==> src/rtl/vga_framebuffer_fill_engine.sv <==
// vga_framebuffer_fill_engine
//   Command-driven rectangle writer for the dual-port VGA framebuffer (8-bit RRRGGGBB pixels,
//   linear address y*VIDEO_W+x). A rectangle command is clipped to the screen and streamed as
//   single-cycle write requests into the framebuffer write port, which is clocked by iVGA_CLK.
//
// Ports
//   iVGA_CLK   in   clock
//   iRST_n     in   asynchronous, active-low reset
//   cmd_valid  in   command present
//   cmd_ready  out  engine idle; command accepted when cmd_valid & cmd_ready
//   cmd_x/y    in   rectangle origin
//   cmd_w/h    in   rectangle size
//   cmd_color  in   base colour
//   cmd_mode   in   0 solid, 1 horizontal gradient, 2 8x8 checker, 3 treated as solid
//   abort      in   stop the current command (a write already on the port still completes)
//   busy       out  command in progress
//   done       out  one-cycle pulse when a command finishes (normal, clipped away or aborted)
//   oFB_WR     out  framebuffer write strobe
//   oFB_ADDR   out  framebuffer address
//   oFB_DATA   out  framebuffer pixel
module vga_framebuffer_fill_engine #(
    parameter int unsigned VIDEO_W = 640,
    parameter int unsigned VIDEO_H = 480,
    parameter int unsigned WR_GAP  = 2
) (
    input  logic        iVGA_CLK,
    input  logic        iRST_n,
    input  logic        cmd_valid,
    output logic        cmd_ready,
    input  logic [9:0]  cmd_x,
    input  logic [8:0]  cmd_y,
    input  logic [9:0]  cmd_w,
    input  logic [8:0]  cmd_h,
    input  logic [7:0]  cmd_color,
    input  logic [1:0]  cmd_mode,
    input  logic        abort,
    output logic        busy,
    output logic        done,
    output logic        oFB_WR,
    output logic [18:0] oFB_ADDR,
    output logic [7:0]  oFB_DATA
);

    // The gap counter holds WR_GAP-2 down to 0, i.e. WR_GAP-1 idle cycles after each write.
    localparam int unsigned   GW       = (WR_GAP > 2) ? $clog2(WR_GAP) : 1;
    localparam logic [GW-1:0] GAP_LOAD = GW'(WR_GAP - 2);
    localparam logic [18:0]   STRIDE   = 19'(VIDEO_W);

    typedef enum logic [2:0] {
        StIdle,
        StSetup,
        StWrite,
        StGap,
        StDone
    } state_t;

    state_t        state_q;

    // Latched command
    logic [9:0]    x0_q;
    logic [8:0]    y0_q;
    logic [9:0]    w_q;
    logic [8:0]    h_q;
    logic [7:0]    color_q;
    logic [1:0]    mode_q;

    // Walk state: clipped extent, offsets of the next pixel, address of its row start
    logic [10:0]   xlen_q;
    logic [9:0]    ylen_q;
    logic [9:0]    xo_q;
    logic [8:0]    yo_q;
    logic [18:0]   rowbase_q;
    logic          last_q;
    logic [GW-1:0] gap_q;

    // Clipping, evaluated while in SETUP from the latched command
    logic [10:0]   xe_raw;
    logic [10:0]   xe_clip;
    logic [9:0]    ye_raw;
    logic [9:0]    ye_clip;
    logic          setup_empty;
    logic [18:0]   setup_rowbase;

    always_comb begin
        xe_raw        = {1'b0, x0_q} + {1'b0, w_q};
        xe_clip       = (xe_raw > 11'(VIDEO_W)) ? 11'(VIDEO_W) : xe_raw;
        ye_raw        = {1'b0, y0_q} + {1'b0, h_q};
        ye_clip       = (ye_raw > 10'(VIDEO_H)) ? 10'(VIDEO_H) : ye_raw;
        setup_empty   = (w_q == 10'd0) || (h_q == 9'd0) ||
                        ({1'b0, x0_q} >= 11'(VIDEO_W)) || ({1'b0, y0_q} >= 10'(VIDEO_H));
        setup_rowbase = 19'(y0_q) * STRIDE + 19'(x0_q);
    end

    // Pixel colour for offset (xo, yo) from the rectangle origin.
    function automatic logic [7:0] pix(input logic [1:0] mode, input logic [7:0] color,
                                       input logic [7:0] xo, input logic yo3);
        logic [7:0] p;
        unique case (mode)
            2'd1:    p = color + xo;
            2'd2:    p = (xo[3] ^ yo3) ? ~color : color;
            default: p = color;
        endcase
        return p;
    endfunction

    always_ff @(posedge iVGA_CLK or negedge iRST_n) begin
        if (!iRST_n) begin
            state_q   <= StIdle;
            cmd_ready <= 1'b1;
            busy      <= 1'b0;
            done      <= 1'b0;
            oFB_WR    <= 1'b0;
            oFB_ADDR  <= '0;
            oFB_DATA  <= '0;
            x0_q      <= '0;
            y0_q      <= '0;
            w_q       <= '0;
            h_q       <= '0;
            color_q   <= '0;
            mode_q    <= '0;
            xlen_q    <= '0;
            ylen_q    <= '0;
            xo_q      <= '0;
            yo_q      <= '0;
            rowbase_q <= '0;
            last_q    <= 1'b0;
            gap_q     <= '0;
        end else begin
            // Strobes default low; only the transitions below raise them for one cycle.
            oFB_WR <= 1'b0;
            done   <= 1'b0;

            unique case (state_q)
                StIdle: begin
                    if (cmd_valid) begin
                        x0_q      <= cmd_x;
                        y0_q      <= cmd_y;
                        w_q       <= cmd_w;
                        h_q       <= cmd_h;
                        color_q   <= cmd_color;
                        mode_q    <= cmd_mode;
                        cmd_ready <= 1'b0;
                        busy      <= 1'b1;
                        state_q   <= StSetup;
                    end
                end

                StSetup: begin
                    if (abort || setup_empty) begin
                        done    <= 1'b1;
                        state_q <= StDone;
                    end else begin
                        xlen_q    <= xe_clip - {1'b0, x0_q};
                        ylen_q    <= ye_clip - {1'b0, y0_q};
                        xo_q      <= '0;
                        yo_q      <= '0;
                        rowbase_q <= setup_rowbase;
                        last_q    <= 1'b0;
                        // First pixel goes out directly from SETUP.
                        oFB_WR    <= 1'b1;
                        oFB_ADDR  <= setup_rowbase;
                        oFB_DATA  <= pix(mode_q, color_q, 8'd0, 1'b0);
                        state_q   <= StWrite;
                    end
                end

                StWrite: begin
                    if (abort) begin
                        done    <= 1'b1;
                        state_q <= StDone;
                    end else begin
                        gap_q   <= GAP_LOAD;
                        state_q <= StGap;
                        // Step to the next pixel; row wrap costs no extra cycle.
                        if ({1'b0, xo_q} + 11'd1 == xlen_q) begin
                            xo_q      <= '0;
                            yo_q      <= yo_q + 9'd1;
                            rowbase_q <= rowbase_q + STRIDE;
                            if ({1'b0, yo_q} + 10'd1 == ylen_q) begin
                                last_q <= 1'b1;
                            end
                        end else begin
                            xo_q <= xo_q + 10'd1;
                        end
                    end
                end

                StGap: begin
                    if (abort) begin
                        done    <= 1'b1;
                        state_q <= StDone;
                    end else if (gap_q != '0) begin
                        gap_q <= gap_q - 1'b1;
                    end else if (last_q) begin
                        done    <= 1'b1;
                        state_q <= StDone;
                    end else begin
                        oFB_WR   <= 1'b1;
                        oFB_ADDR <= rowbase_q + 19'(xo_q);
                        oFB_DATA <= pix(mode_q, color_q, xo_q[7:0], yo_q[3]);
                        state_q  <= StWrite;
                    end
                end

                StDone: begin
                    cmd_ready <= 1'b1;
                    busy      <= 1'b0;
                    state_q   <= StIdle;
                end

                default: begin
                    cmd_ready <= 1'b1;
                    busy      <= 1'b0;
                    state_q   <= StIdle;
                end
            endcase
        end
    end

endmodule

==> config.mk <==
export PLATFORM = sky130hd
export DESIGN_NAME = vga_framebuffer_fill_engine
export DESIGN_NICKNAME = d
export VERILOG_FILES = /design/src/rtl/vga_framebuffer_fill_engine.sv
export SDC_FILE = /design/constraint.sdc
export NUM_CORES = 1
export LEC_CHECK = 0
export CELL_PAD_IN_SITES_DETAIL_PLACEMENT = 0
export CELL_PAD_IN_SITES_GLOBAL_PLACEMENT = 1
export CORE_UTILIZATION = 46
export DETAILED_ROUTE_END_ITERATION = 6
export GPL_TIMING_DRIVEN = 0
export PLACE_DENSITY = 0.92
export SLEW_MARGIN = 0
export SYNTH_ARGS = -nofsm -noshare
export SYNTH_HDL_FRONTEND = slang
export SYNTH_SLANG_ARGS = --single-unit
==> constraint.sdc <==
create_clock -name iVGA_CLK -period 5.2 [get_ports iVGA_CLK]
set_clock_uncertainty 0.05 [all_clocks]
set_input_delay 1.04 -clock iVGA_CLK [delete_from_list [all_inputs] [get_ports iVGA_CLK]]
set_output_delay 1.04 -clock iVGA_CLK [all_outputs]
set_load 0.01 [all_outputs]
======== After elaboration in Yosys (flattened, before gate mapping) ========
Cells that the tools add are included.
operators by class
  $add $sub $neg .......................... 13
  $mul .................................... 1
  $lt $le $gt $ge ......................... 4
  eq/ne operators ......................... 16
  muxes and demuxes ....................... 56
  bitwise logic cells ..................... 4
  reduce and logical (&&, ||, !) cells .... 20
operator list
  kind                                                   count
  2-to-1 mux 19 bit                                      6
  one-hot mux 19 bit (2 select lines)                    2
  2-to-1 mux 10 bit                                      4
  2-to-1 mux 8 bit                                       5
  adder 19 x 10 -> 19 bit                                2
  one-hot mux 8 bit (2 select lines)                     2
  2-to-1 mux 9 bit                                       3
  one-hot mux 10 bit (2 select lines)                    1
  adder 19 x 10 -> 19 bit (second input constant)        1
  2-to-1 mux 1 bit                                       18
  2-to-1 mux 3 bit                                       6
  one-hot mux 9 bit (2 select lines)                     1
  inequality test 2 bit (second input constant)          8
  multiplier 9 x 3 -> 12 bit (second input constant)     1
  one-hot mux 3 bit (4 select lines)                     1
  adder 10 x 1 -> 11 bit (second input constant)         1
  adder 10 x 10 -> 11 bit                                1
  equality test 11 bit                                   1
  > comparator 11 x 10 -> 1 bit (second input constant)  1
  2-to-1 mux 11 bit                                      1
  subtractor 11 x 10 -> 11 bit                           1
  adder 10 x 1 -> 10 bit (second input constant)         1
  adder 9 x 1 -> 10 bit (second input constant)          1
  adder 9 x 9 -> 10 bit                                  1
  28 further kinds                                       44
word-level totals
  flip-flop bits (word level) ............. 143
  word-level logic and storage cells ...... 134

======== Depth between registers and ports, before layout ========
  word-level depth ........................ 7
  mapped depth ............................ 21
  gate-level depth less buffers ........... 21

======== Worst setup path after synthesis ========
OpenSTA, ideal clock, no wires.
  path kind ............................... reg2reg
  from .................................... register y0_q[0]
  to ...................................... register ylen_q[8]
  library setup time ...................... 134 ps
  data arrival time ....................... 4085 ps
  setup slack ............................. 931 ps
  cell stages (with the launch flop) ...... 18
  path buffers ............................ 0
  period minus slack after synthesis ...... 4269 ps
  cells stage by stage .................... dfrtp_1 ha_1 fa_1 a21o_1 a221o_1 o41ai_2 xor2_1 o41ai_2 o21ai_0 fa_1 a21o_1 a21oi_1 o21bai_1 a21oi_1 o21bai_1 a21oi_1 xor2_1 o21ai_0
between the ends
  word-level cells in the longest chain between the ends .. 5
  elaborated cells on any way between the ends .. 9
ends and longest elaborated chain
  item                                                           line  RTL
  start: declaration                                             61    logic [8:0] y0_q;
  start signal: assignment                                       137   y0_q <= cmd_y;
  branches (longest 5 deep; another with adder 9 x 9 -> 10 bit)  -
  end signal: assignment                                         154   ylen_q <= ye_clip - {1'b0, y0_q};
  end: declaration                                               69    logic [9:0] ylen_q;
Parallel ways; which one is timed is not known.
A chain may end at the register's enable or synchronous reset.

======== Final worst setup path ========
Same ends and word-level chain as after synthesis.

==> qor.csv <==
metric,value,unit
status,"finished, final reports clean",
areaGrowthSynthToFinish,18.4,%
die_area,21800,µm²
path_clk_slew,0.06,ns
synth_nets,1222,
setup_viol,0,
cts_buffer_depth,2,
min_path_type,reg2reg,
slowest_delay,0.61,ns
cp_num_buf_inv,0,
synth_warnings,0,
postSynthAreaPerCell,8.98,µm²
overflow,0,
crit_path_top_delay_cell,o41ai_2,
fin_nets,1323,
async_flop_share,1.00,
fmax,204,MHz
ant_nets,0,
end_kind,flip-flop,
crit_arrival,5.13,ns
postCtsSetupRepairBufs,0,
cp.required,5.44,ns
min_period,4.89,ns
grt_pass1_vias,8173,
postLayoutCoreUtil,0.564,
boundaryPins,83,
synth_edf_count,0,
crit_chain,"ha_1, fa_1, a21o_1, a221o_1, o41ai_2, xor2_1, o41ai_2, o21ai_0, fa_1, a21o_1, a21oi_1, o21bai_1, a21oi_1, o21bai_1, a21oi_1, xor2_1, o21ai_0",
multi_input_area,5840,µm²
maxCapViolations,0,
cp_max_fo,7,
fin_cells,1471,
yosys-top-cells-area,"dfrtp_1 (36%), ha_1 (9.6%), o21ai_0 (5.8%)",
ys_types,74,
setup_ws,0.308,ns
clock-sinks,142,
synth_top_area_share,0.362,
io_buffer_count,81,
fin_hold_ws,0.430,ns
finalHoldViolations,0,
crit_type,reg2reg,
grt_pass1_wl,42900,µm
core.rowCount,52,
post-place-ws,0.395,ns
layout.area.seq,3550,µm²
drc,0,
grt_max_degree,89,
place_inst,1439,
dp_hpwl,19700,µm
drive_gt1_frac,0.0683,
fillerInstances,1819,
syn_inst,1087,
synth_area_leader_cell,dfrtp_1,
grt_antenna_before_repair,0,
die_h,148,µm
dieWidth,148,µm
antenna_cells,0,
cts_resized,0,
drt_iter0_markers,537,
clockRootBuffer,clkbuf_16,
rsz0062_at_grt,no,
vias,8467,
cts_made_buffers,17,
period_share,0.941,
slew_violations,0,
worst_pin_slew,0.976,ns
cp_top_family,compound AO/OA/AOI/OAI gates,
routabilityCongestion,0.907,
critPathLaunchType,flip-flop,
dr.pass1.iters,5,
drt_wl_total,26000,µm
core-area,20500,µm²
start_util,0.476,
holdBufCountCts,0,
grtUsageTotal,0.252,
slew_headroom,0.344,
tritoncts,built,
crit_top_cell,a21oi_1,
clk_latency,0.43,ns
ys_ff_latch,142,
wire_per_inst,17.6,µm
htreeDepth,4,
synth-main-ff-cell,dfrtp_1,
synth_area,9760,µm²
viasPerCell,5.76,
seq_area_frac_synth,0.364,
sequential cells by signal (all words and copies together), names as in the netlist, 3 cells and up:
name,count
oFB_ADDR,19
rowbase_q,19
xlen_q,11
w_q,10
x0_q,10
xo_q,10
ylen_q,10
h_q,9
y0_q,9
yo_q,9
color_q,8
oFB_DATA,8
state_q,3
worst reg2reg max path, cell delays in order (launching register included):
cell and delay, ns:
dfrtp_1 0.47, ha_1 0.28, fa_1 0.41, a21o_1 0.19, a221o_1 0.33, o41ai_2 0.26
xor2_1 0.19, o41ai_2 0.61, o21ai_0 0.23, fa_1 0.45, a21o_1 0.20, a21oi_1 0.21
o21bai_1 0.09, a21oi_1 0.23, o21bai_1 0.09, a21oi_1 0.17, xor2_1 0.19, o21ai_0 0.09
layout by cell type (no fill, tap or decap), drive strengths merged, types with 10 or more instances in the layout:
cell	n
o31ai	10
mux2	28
nor2b	15
and3	17
clkdlybuf4s50	80
ha	75
buf	10
clkbuf	56
dfrtp	141
a21o	21
nor3	22
a21oi	63
nand2b	16
nor2	69
xor2	32
nand2	123
o21ai	126
nand3	24
inv	50
o21bai	11
xnor2	57
cell usage after synthesis (8+ instances only):
master and number:
nand2_1 121, inv_1 49, nor3_1 20, o21a_1 9, clkbuf_1 32, nand3_1 23
ha_1 75, nand2b_1 16, nor2_1 69, nor2b_1 15, xnor2_1 57, xor2_1 32
mux2_2 28, a21o_1 21, o31ai_1 10, o22ai_1 8, o21ai_1 12, dfrtp_1 141
o21bai_1 11, and3_1 17, fa_1 8, a21oi_1 63, nand4_1 9, o21ai_0 114
per-stage QoR:
step,instance area [µm²],TNS [ns]
6_report,11600,0
5_1_grt,11600,0
4_1_cts,11600,0
3_5_place_dp,10900,0
3_3_place_gp,10900,-394.88
2_1_floorplan,9760,0
per-layer routing:
metal  vias up  wire length [µm]  track usage
li1       4102                 -            -
met1      4008             12000        0.351
met2       303             11700        0.392
met3        54              1510       0.0401
met4         0               719        0.100
met5         -                 0            0
cell type report:
type	count	share of cell area
Buffer	41	0.0154
Tap cell	270	0.0292
Clock buffer	23	0.0422
Multi-Input combinational cell	854	0.505
Timing Repair Buffer	82	0.0727
Clock inverter	9	0.0114
Inverter	50	0.0162
Sequential cell	142	0.308
final timing paths:
| path | start | to | slack [ns] | cells after the start |
|---|---|---|---|---|
| worst min register to register | oFB_ADDR[9]$_DFFE_PN0P_ | oFB_ADDR[9]$_DFFE_PN0P_ | 0.43 | 2 |
| worst max register to register | y0_q[0]$_DFFE_PN0P_ | ylen_q[8]$_DFFE_PN0P_ | 0.31 | 17 |
| max in group asynchronous | iRST_n | cmd_ready$_DFFE_PN1P_ | 3.75 | 2 |
| worst min-delay path | oFB_ADDR[9]$_DFFE_PN0P_ | oFB_ADDR[9]$_DFFE_PN0P_ | 0.43 | 2 |
| worst max-delay path | y0_q[0]$_DFFE_PN0P_ | ylen_q[8]$_DFFE_PN0P_ | 0.31 | 17 |
| min in group asynchronous | iRST_n | oFB_ADDR[14]$_DFFE_PN0P_ | 0.52 | 1 |
kinds of logic (layout without fill, tap and decap cells):
group                      count (synthesis)  after routing  synth area share
DFF                                      142            142             0.364
muxes                                     33             33            0.0374
AOI/OAI and AO/OA                        315            315             0.202
xor gates and xnor gates                  89             89            0.0799
adders and majority gates                 83             83             0.113
and+or+nand+nor                          334            334             0.166
buffers and inverters                     91            205            0.0374
Power is left out: the tool's default activity adds up to more than one toggle a clock period on the data nets, which glitch-free logic cannot reach.
